## config.mk

```make
export PLATFORM = sky130hd
export DESIGN_NAME = stage_sequencer
export DESIGN_NICKNAME = d
export VERILOG_FILES = /design/src/rtl/stage_sequencer.sv
export SDC_FILE = /design/constraint.sdc
export NUM_CORES = 1
export LEC_CHECK = 0
export CAP_MARGIN = 25
export CORE_UTILIZATION = 30
export DETAILED_ROUTE_END_ITERATION = 6
export GPL_TIMING_DRIVEN = 0
export HOLD_SLACK_MARGIN = 0.05
export PLACE_DENSITY = 0.57
export SYNTH_ARGS = -nofsm -noshare
export SYNTH_HDL_FRONTEND = slang
export SYNTH_SLANG_ARGS = --single-unit
export TNS_END_PERCENT = 10
```

## constraint.sdc

```tcl
create_clock -name clk_i -period 2.44 [get_ports clk_i]
set_input_delay 0.488 -clock clk_i [delete_from_list [all_inputs] [get_ports clk_i]]
set_output_delay 0.488 -clock clk_i [all_outputs]
set_load 0.005 [all_outputs]
```

## src/rtl/stage_sequencer.sv

```systemverilog
// stage_sequencer: multicycle instruction sequencer that emits the stage
// code (1=Fetch 2=Decode 3=Execute 4=Memory 5=WriteBack, 0=idle).
// It inserts memory wait states, supports run/single-step/halt, flags a
// memory timeout, and keeps cycle and retired-instruction debug counters.
//
// Ports:
//   clk_i, rst_ni          clock (rising edge), async active-low reset
//   start_i                launch from IDLE or HALTED (ignored while running)
//   step_mode_i            return to IDLE after each retired instruction
//   halt_req_i             sampled at the retire edge; stop after retire
//   mem_ready_i            memory completed the current access
//   mem_access_mem_i       current instruction accesses memory in stage 4
//   stage_o                current stage code 0..5
//   busy_o                 stage_o != 0
//   stall_o                stage held by a memory wait this cycle
//   instr_done_o           one-cycle pulse after an instruction retires
//   halted_o               in HALTED state
//   fault_o                sticky wait timeout flag (cleared by reset only)
//   cycle_count_o          busy cycles, wraps
//   instr_count_o          retired instructions, wraps
module stage_sequencer #(
  parameter int CNT_W      = 16,
  parameter int WAIT_LIMIT = 15
) (
  input  logic             clk_i,
  input  logic             rst_ni,
  input  logic             start_i,
  input  logic             step_mode_i,
  input  logic             halt_req_i,
  input  logic             mem_ready_i,
  input  logic             mem_access_mem_i,
  output logic [2:0]       stage_o,
  output logic             busy_o,
  output logic             stall_o,
  output logic             instr_done_o,
  output logic             halted_o,
  output logic             fault_o,
  output logic [CNT_W-1:0] cycle_count_o,
  output logic [CNT_W-1:0] instr_count_o
);

  typedef enum logic [1:0] {S_IDLE, S_RUN, S_HALTED} state_e;

  localparam logic [7:0] WAIT_LIM = 8'(WAIT_LIMIT);

  state_e           state_q;
  logic [2:0]       stage_q;
  logic [7:0]       wait_q;
  logic [7:0]       wait_d;
  logic             instr_done_q;
  logic             halted_q;
  logic             fault_q;
  logic [CNT_W-1:0] cycle_cnt_q;
  logic [CNT_W-1:0] instr_cnt_q;
  logic             stall;

  // Fetch always waits on memory; the memory stage only when it accesses it.
  assign stall = ((stage_q == 3'd1) && !mem_ready_i) ||
                 ((stage_q == 3'd4) && mem_access_mem_i && !mem_ready_i);

  assign wait_d = wait_q + 8'd1;

  always_ff @(posedge clk_i or negedge rst_ni) begin
    if (!rst_ni) begin
      state_q      <= S_IDLE;
      stage_q      <= 3'd0;
      wait_q       <= 8'd0;
      instr_done_q <= 1'b0;
      halted_q     <= 1'b0;
      fault_q      <= 1'b0;
      cycle_cnt_q  <= '0;
      instr_cnt_q  <= '0;
    end else begin
      instr_done_q <= 1'b0;
      if (stage_q != 3'd0) cycle_cnt_q <= cycle_cnt_q + CNT_W'(1);

      case (state_q)
        S_IDLE, S_HALTED: begin
          stage_q <= 3'd0;
          wait_q  <= 8'd0;
          // A faulted sequencer stays parked until reset.
          if (start_i && !fault_q) begin
            state_q  <= S_RUN;
            stage_q  <= 3'd1;
            halted_q <= 1'b0;
          end
        end
        S_RUN: begin
          if (stage_q == 3'd0 || stage_q > 3'd5) begin
            // Illegal code: recover to IDLE.
            state_q <= S_IDLE;
            stage_q <= 3'd0;
            wait_q  <= 8'd0;
          end else if (stall) begin
            if (wait_d == WAIT_LIM) begin
              fault_q  <= 1'b1;
              halted_q <= 1'b1;
              state_q  <= S_HALTED;
              stage_q  <= 3'd0;
              wait_q   <= 8'd0;
            end else begin
              wait_q <= wait_d;
            end
          end else begin
            wait_q <= 8'd0;
            if (stage_q == 3'd5) begin
              instr_done_q <= 1'b1;
              instr_cnt_q  <= instr_cnt_q + CNT_W'(1);
              if (halt_req_i) begin
                state_q  <= S_HALTED;
                stage_q  <= 3'd0;
                halted_q <= 1'b1;
              end else if (step_mode_i) begin
                state_q <= S_IDLE;
                stage_q <= 3'd0;
              end else begin
                stage_q <= 3'd1;
              end
            end else begin
              stage_q <= stage_q + 3'd1;
            end
          end
        end
        default: begin
          state_q <= S_IDLE;
          stage_q <= 3'd0;
          wait_q  <= 8'd0;
        end
      endcase
    end
  end

  assign stage_o       = stage_q;
  assign busy_o        = (stage_q != 3'd0);
  assign stall_o       = stall;
  assign instr_done_o  = instr_done_q;
  assign halted_o      = halted_q;
  assign fault_o       = fault_q;
  assign cycle_count_o = cycle_cnt_q;
  assign instr_count_o = instr_cnt_q;

endmodule
```

==> Word level (Yosys, flattened, before mapping) <==
Index checks and enable logic that the tools add are counted.
{ "classes": {"add_sub_neg": 4, "n_lt_le_gt_ge": 1, "eq_ne": 14, "muxes": 31, "bitwise": 2, "n_reduce_logical": 17} }
{ "op_table": {"columns": ["op", "n"], "rows": [
  ["16-bit by 1-bit adder with 16-bit output (second input constant)", 2],
  ["8-bit two-way mux", 4],
  ["2-bit two-way mux", 7],
  ["1-bit two-way mux", 13],
  ["3-bit two-way mux", 4],
  ["4-bit AND reduction", 3],
  ["3-bit != test (second input constant)", 3],
  ["8-bit by 1-bit adder with 8-bit output (second input constant)", 1],
  ["8-bit by 4-bit equality test with 1-bit output (second input constant)", 1],
  ["4-bit != test (second input constant)", 2],
  ["3-bit equality test (second input constant)", 2],
  ["3-bit case mux with 2 select lines", 1],
  ["6-bit AND reduction", 1],
  ["5-bit != test (second input constant)", 1],
  ["1-bit logical AND", 4],
  ["2-bit != test (second input constant)", 2],
  ["2-bit case mux with 2 select lines", 1],
  ["3-bit by 1-bit adder with 3-bit output (second input constant)", 1],
  ["3-bit by 1-bit equality test with 1-bit output (second input constant)", 1],
  ["3-bit > comparator (second input constant)", 1],
  ["3-bit logical NOT", 1],
  ["3-bit nonzero test", 1],
  ["2-bit by 1-bit equality test with 1-bit output (second input constant)", 1],
  ["2-bit equality test (second input constant)", 1],
  ["other kinds (7)", 10]
]} }
{ "word_totals": {"regBits": 48, "inputBits": 7, "output_inout_bits": 40, "wordCells": 77} }

==> Logic depth before layout (Yosys ltp) <==
{ "depth": {"ltp_word": 7, "ltp_mapped": 7} }

==> Worst setup path before layout <==
OpenSTA, ideal clock, no wires.
{ "synth_path": {"path_kind": "register to register", "startpoint": "register stage_q[0], in the netlist stage_o[0]", "endpoint": "register halted_q, in the netlist halted_o", "setup_time_ns": 0.073, "t_arrival_ns": 1.804, "required_time_ns": 2.367, "setup_slack_ns": 0.563, "path_stages_with_launch": 7, "synth_period_minus_slack_ns": 1.877, "path_cell_list": "dfrtp_1 buf_6 nand3b_1 a211oi_4 nand2_4 or4_4 a21oi_2"} }
{ "synth_between": {"elab_chain_cells": 7, "elab_cells_between_ends": 18, "classes_between": "1 x order compare; 7 x eq/ne; 3 x mux; 7 x reduce/logical"} }
{ "synth_rtl": {"columns": ["element", "line_no", "rtl"], "rows": [
  ["from (decl)", "47", "logic [2:0] stage_q;"],
  ["from (signal assigned)", "120", "stage_q <= stage_q + 3'd1;"],
  ["3-bit equality test", "59", "((stage_q == 3'd4) && mem_access_mem_i && !mem_ready_i);"],
  ["1-bit logical AND (2 in series)", "59", null],
  ["1-bit logical OR (*)", "58", "assign stall = ((stage_q == 3'd1) && !mem_ready_i) ||"],
  ["via stall_o", "34", "output logic stall_o,"],
  ["1-bit two-way mux", "94", "end else if (stall) begin"],
  ["1-bit two-way mux", "89", "if (stage_q == 3'd0 || stage_q > 3'd5) begin"],
  ["1-bit case mux with 2 select lines", "77", "case (state_q)"],
  ["to (signal assigned)", "69", "halted_q <= 1'b0;"],
  ["to (signal assigned)", "85", "halted_q <= 1'b0;"],
  ["to (signal assigned)", "97", "halted_q <= 1'b1;"],
  ["to (decl)", "51", "logic halted_q;"]
]} }
The timed path passes the listed nets; every way through them passes the cells marked *. The select of a mux whose other input is x is not followed.
A chain may end at the register's enable or synchronous reset.

==> Worst setup path after layout <==
{ "layout_path": {"startpoint": "input port mem_access_mem_i", "endpoint": "output port stall_o"} }
{ "layout_between": {"elab_chain_cells": 3} }
{ "layout_rtl": {"columns": ["element", "line_no", "rtl"], "rows": [
  ["from (decl)", "31", "input logic mem_access_mem_i,"],
  ["1-bit logical AND (2 in series)", "59", null],
  ["1-bit logical OR", "58", null],
  ["to (decl)", "34", null]
]} }
Every way passes these cells.

==> out/qor.yml <==
outcome:
  outcome: "finished, final reports clean"
sta:
  hold_violations: 0
  slew_headroom: 0.642
  tightest_slew_ns: 0.533
  max_freq_mhz: 421
  whs_ns: 0.145
  final_max_slew_viol_count: 0
  grt_setup_unrepaired: "no"
  skew_ns: 0.00478
  tns_ns: 0
  finalSetupViolations: 0
  min_period_over_period: 0.974
  period_minus_slack_ns: 2.38
worst_setup_path:
  path_class: "input port to output pin"
  worst-path-max-fanout: 2
  endpoint_kind: "output pin"
  start_kind: "input port"
  cp.arrival_ns: 1.89
  critPathRequiredTime_ns: 1.95
clock_network:
  clockRootBuffer: "clkbuf_8"
  cts_tree: "done"
  clk_latency_ns: 0.29
  numCtsBuffers: 5
  htree_levels: 2
  clock_sinks: 48
  path_clk_slew_ns: 0.08
  clk_path_buf_depth: 2
  ctsHoldBuffers: 0
global_route:
  grt_pass1_wl_um: 7460
  grt_use_total: 0.121
  grt_pass1_vias: 1611
  antenna_found_initial: 0
  grt_max_degree: 30
  grt_overflow_total: 0
die:
  core-area_mm2: 0.00729
  ios: 47
  die_h_um: 89.2
  die_area_mm2: 0.00796
  rows: 31
  die_w_um: 89.2
  initial_core_util: 0.313
power_and_ir_drop:
  clockPowerShare: 0.221
  powerDensity_mw_per_mm2: 729
  ir_worst_vdd_mv: 0.217
  power_frac_seq: 0.460
  switching_share: 0.298
  p_sw_mw: 0.649
  internal_power_mw: 1.53
  comb_power_share: 0.319
  leakagePower_nw: 1.26
synth:
  synth_edf_count: 0
  synth-seq-cells: 48
  seq_area_frac_synth: 0.526
  synth_area_mm2: 0.00228
  synth_common_cells: "dfrtp_1 (48), xnor2_1 (22), nand2_1 (16)"
  yosysWarnings: 0
  synth_top_area_share: 0.526
  ys_async_sr_fraction: 1.00
  synth.most_common_cell: "dfrtp_1"
  avgSynthCellArea_um2: 11.1
  yosysTopAreaCell: "dfrtp_1"
  ys_types: 41
  synthCells: 205
  ys.flop_type: "dfrtp_1"
  postSynthNetCount: 216
  synthTopCellsByArea: "dfrtp_1 (53%), xnor2_1 (8.4%), xor2_1 (3.8%)"
final_layout:
  drive_above_1_share: 0.111
  fin_area_mm2: 0.00299
  final_util: 0.409
  nets: 271
  fillers: 750
  diodes: 0
  syn2layout_area_growth_pct: 30.7
route:
  via_count: 1663
  drt_iter0_drc: 61
  routedWlPerCell_um: 12.3
  wl_um: 4410
  antenna_left: 0
  dr.pass1.iters: 4
  viasPerCell: 4.62
  drc_errors: 0
placed_design:
  hpwlAfterDp_um: 3220
  gp_congestion: 0.760
  place_area_mm2: 0.00288
  io_buffers: 46
job:
  drv_cap: 0
min_path:
  hold_path_class: "input port to async pin"
-- power groups by stage --
stage          logic (mW)  registers, mW  clock network [mW]
2_1_floorplan       0.390           1.01                   0
6_report            0.694           1.00               0.480
4_1_cts             0.704           1.00               0.509
5_1_grt             0.765           1.02               0.539
3_3_place_gp        0.687           1.02                   0
3_5_place_dp        0.695           1.02                   0
-- state kept, by name, indices dropped and copies added (netlist names) --
name	flops
fault_o	1
wait_q	8
instr_count_o	16
cycle_count_o	16
instr_done_o	1
stage_o	3
state_q	2
halted_o	1
-- layer usage --
layer / GRT usage / up-vias / routed length (um) / part of all wire
li1: - / 819 / - / -
met1: 0.165 / 796 / 2220 / 0.50
met2: 0.191 / 42 / 1900 / 0.43
met3: 0.0231 / 6 / 223 / 0.051
met4: 0.0433 / 0 / 64 / 0.015
met5: 0 / - / 0 / 0
-- layout by cell type (no fill, tap or decap), types with 3 or more instances in the layout --
| master | count |
|---|---|
| nand2b_1 | 5 |
| xor2_1 | 10 |
| o21ai_0 | 6 |
| dfrtp_1 | 48 |
| nand3_1 | 11 |
| xnor2_1 | 22 |
| buf_6 | 3 |
| nor2_1 | 13 |
| nand2_1 | 16 |
| nand3b_1 | 3 |
| and3_1 | 5 |
| ha_1 | 4 |
| clkdlybuf4s50_1 | 45 |
| nand4_1 | 8 |
| inv_1 | 5 |
| clkbuf_8 | 6 |
| and2b_2 | 3 |
| and4_1 | 6 |
| a21oi_1 | 6 |
-- critical path, cell delays in order --
cell	delay (ns)
clkdlybuf4s50_1	0.45
nand3b_1	0.12
a211oi_4	0.27
clkdlybuf4s50_1	0.56
-- metrics by stage --
step / worst slack (ns) / total power [mW] / cells
floorplan: 0.563 / 1.40 / 205
global placement: -0.572 / 1.70 / 350
detailed placement: -0.166 / 1.71 / 351
CTS: 0.0556 / 2.22 / 360
global route: 0.00156 / 2.33 / 360
finish: 0.0640 / 2.18 / 360
-- worst paths after layout --
check	start	end	slack, ns	cells past startpoint
worst max register to register	wait_q[0]	stage_o[0]	0.44	6
worst min-delay path	rst_ni	cycle_count_o[10]	0.15	1
max in group asynchronous	rst_ni	instr_count_o[0]	1.78	2
worst max-delay path	mem_access_mem_i	stall_o	0.06	4
worst min register to register	instr_count_o[15]	instr_count_o[15]	0.47	1
min in group clk_i	instr_count_o[15]	instr_count_o[15]	0.47	1
-- cell families (layout without fill, tap and decap cells) --
logic type                 Yosys count  after routing  synth area share
AOI/OAI and AO/OA                   22             22            0.0658
xor gates and xnor gates            32             32             0.123
adders and majority gates            4              4            0.0219
buffers and inverters                9             65            0.0263
DFF                                 48             48             0.526
muxes                                4              4            0.0186
and+or+nand+nor                     86             86             0.219
-- repair_timing --
| action | 4_1_cts | 5_1_grt |
|---|---|---|
| setup buffers | 1 | 0 |
| gates resized for setup | 0 | 1 |
| setup endpoints to repair | 1 | 6 |
| pin swaps | 1 | 0 |
| gates cloned | 0 | 0 |
-- layout make-up --
class | instances | area [um^2] | share of cell area
Buffer | 4 | 41.3 | 0.0138
Clock buffer | 8 | 90.1 | 0.0302
Inverter | 5 | 18.8 | 0.00629
Multi-Input combinational cell | 148 | 1030 | 0.344
Sequential cell | 48 | 1200 | 0.402
Tap cell | 99 | 124 | 0.0415
Timing Repair Buffer | 48 | 483 | 0.162
Note: power is estimated with default switching activity, not from simulation.
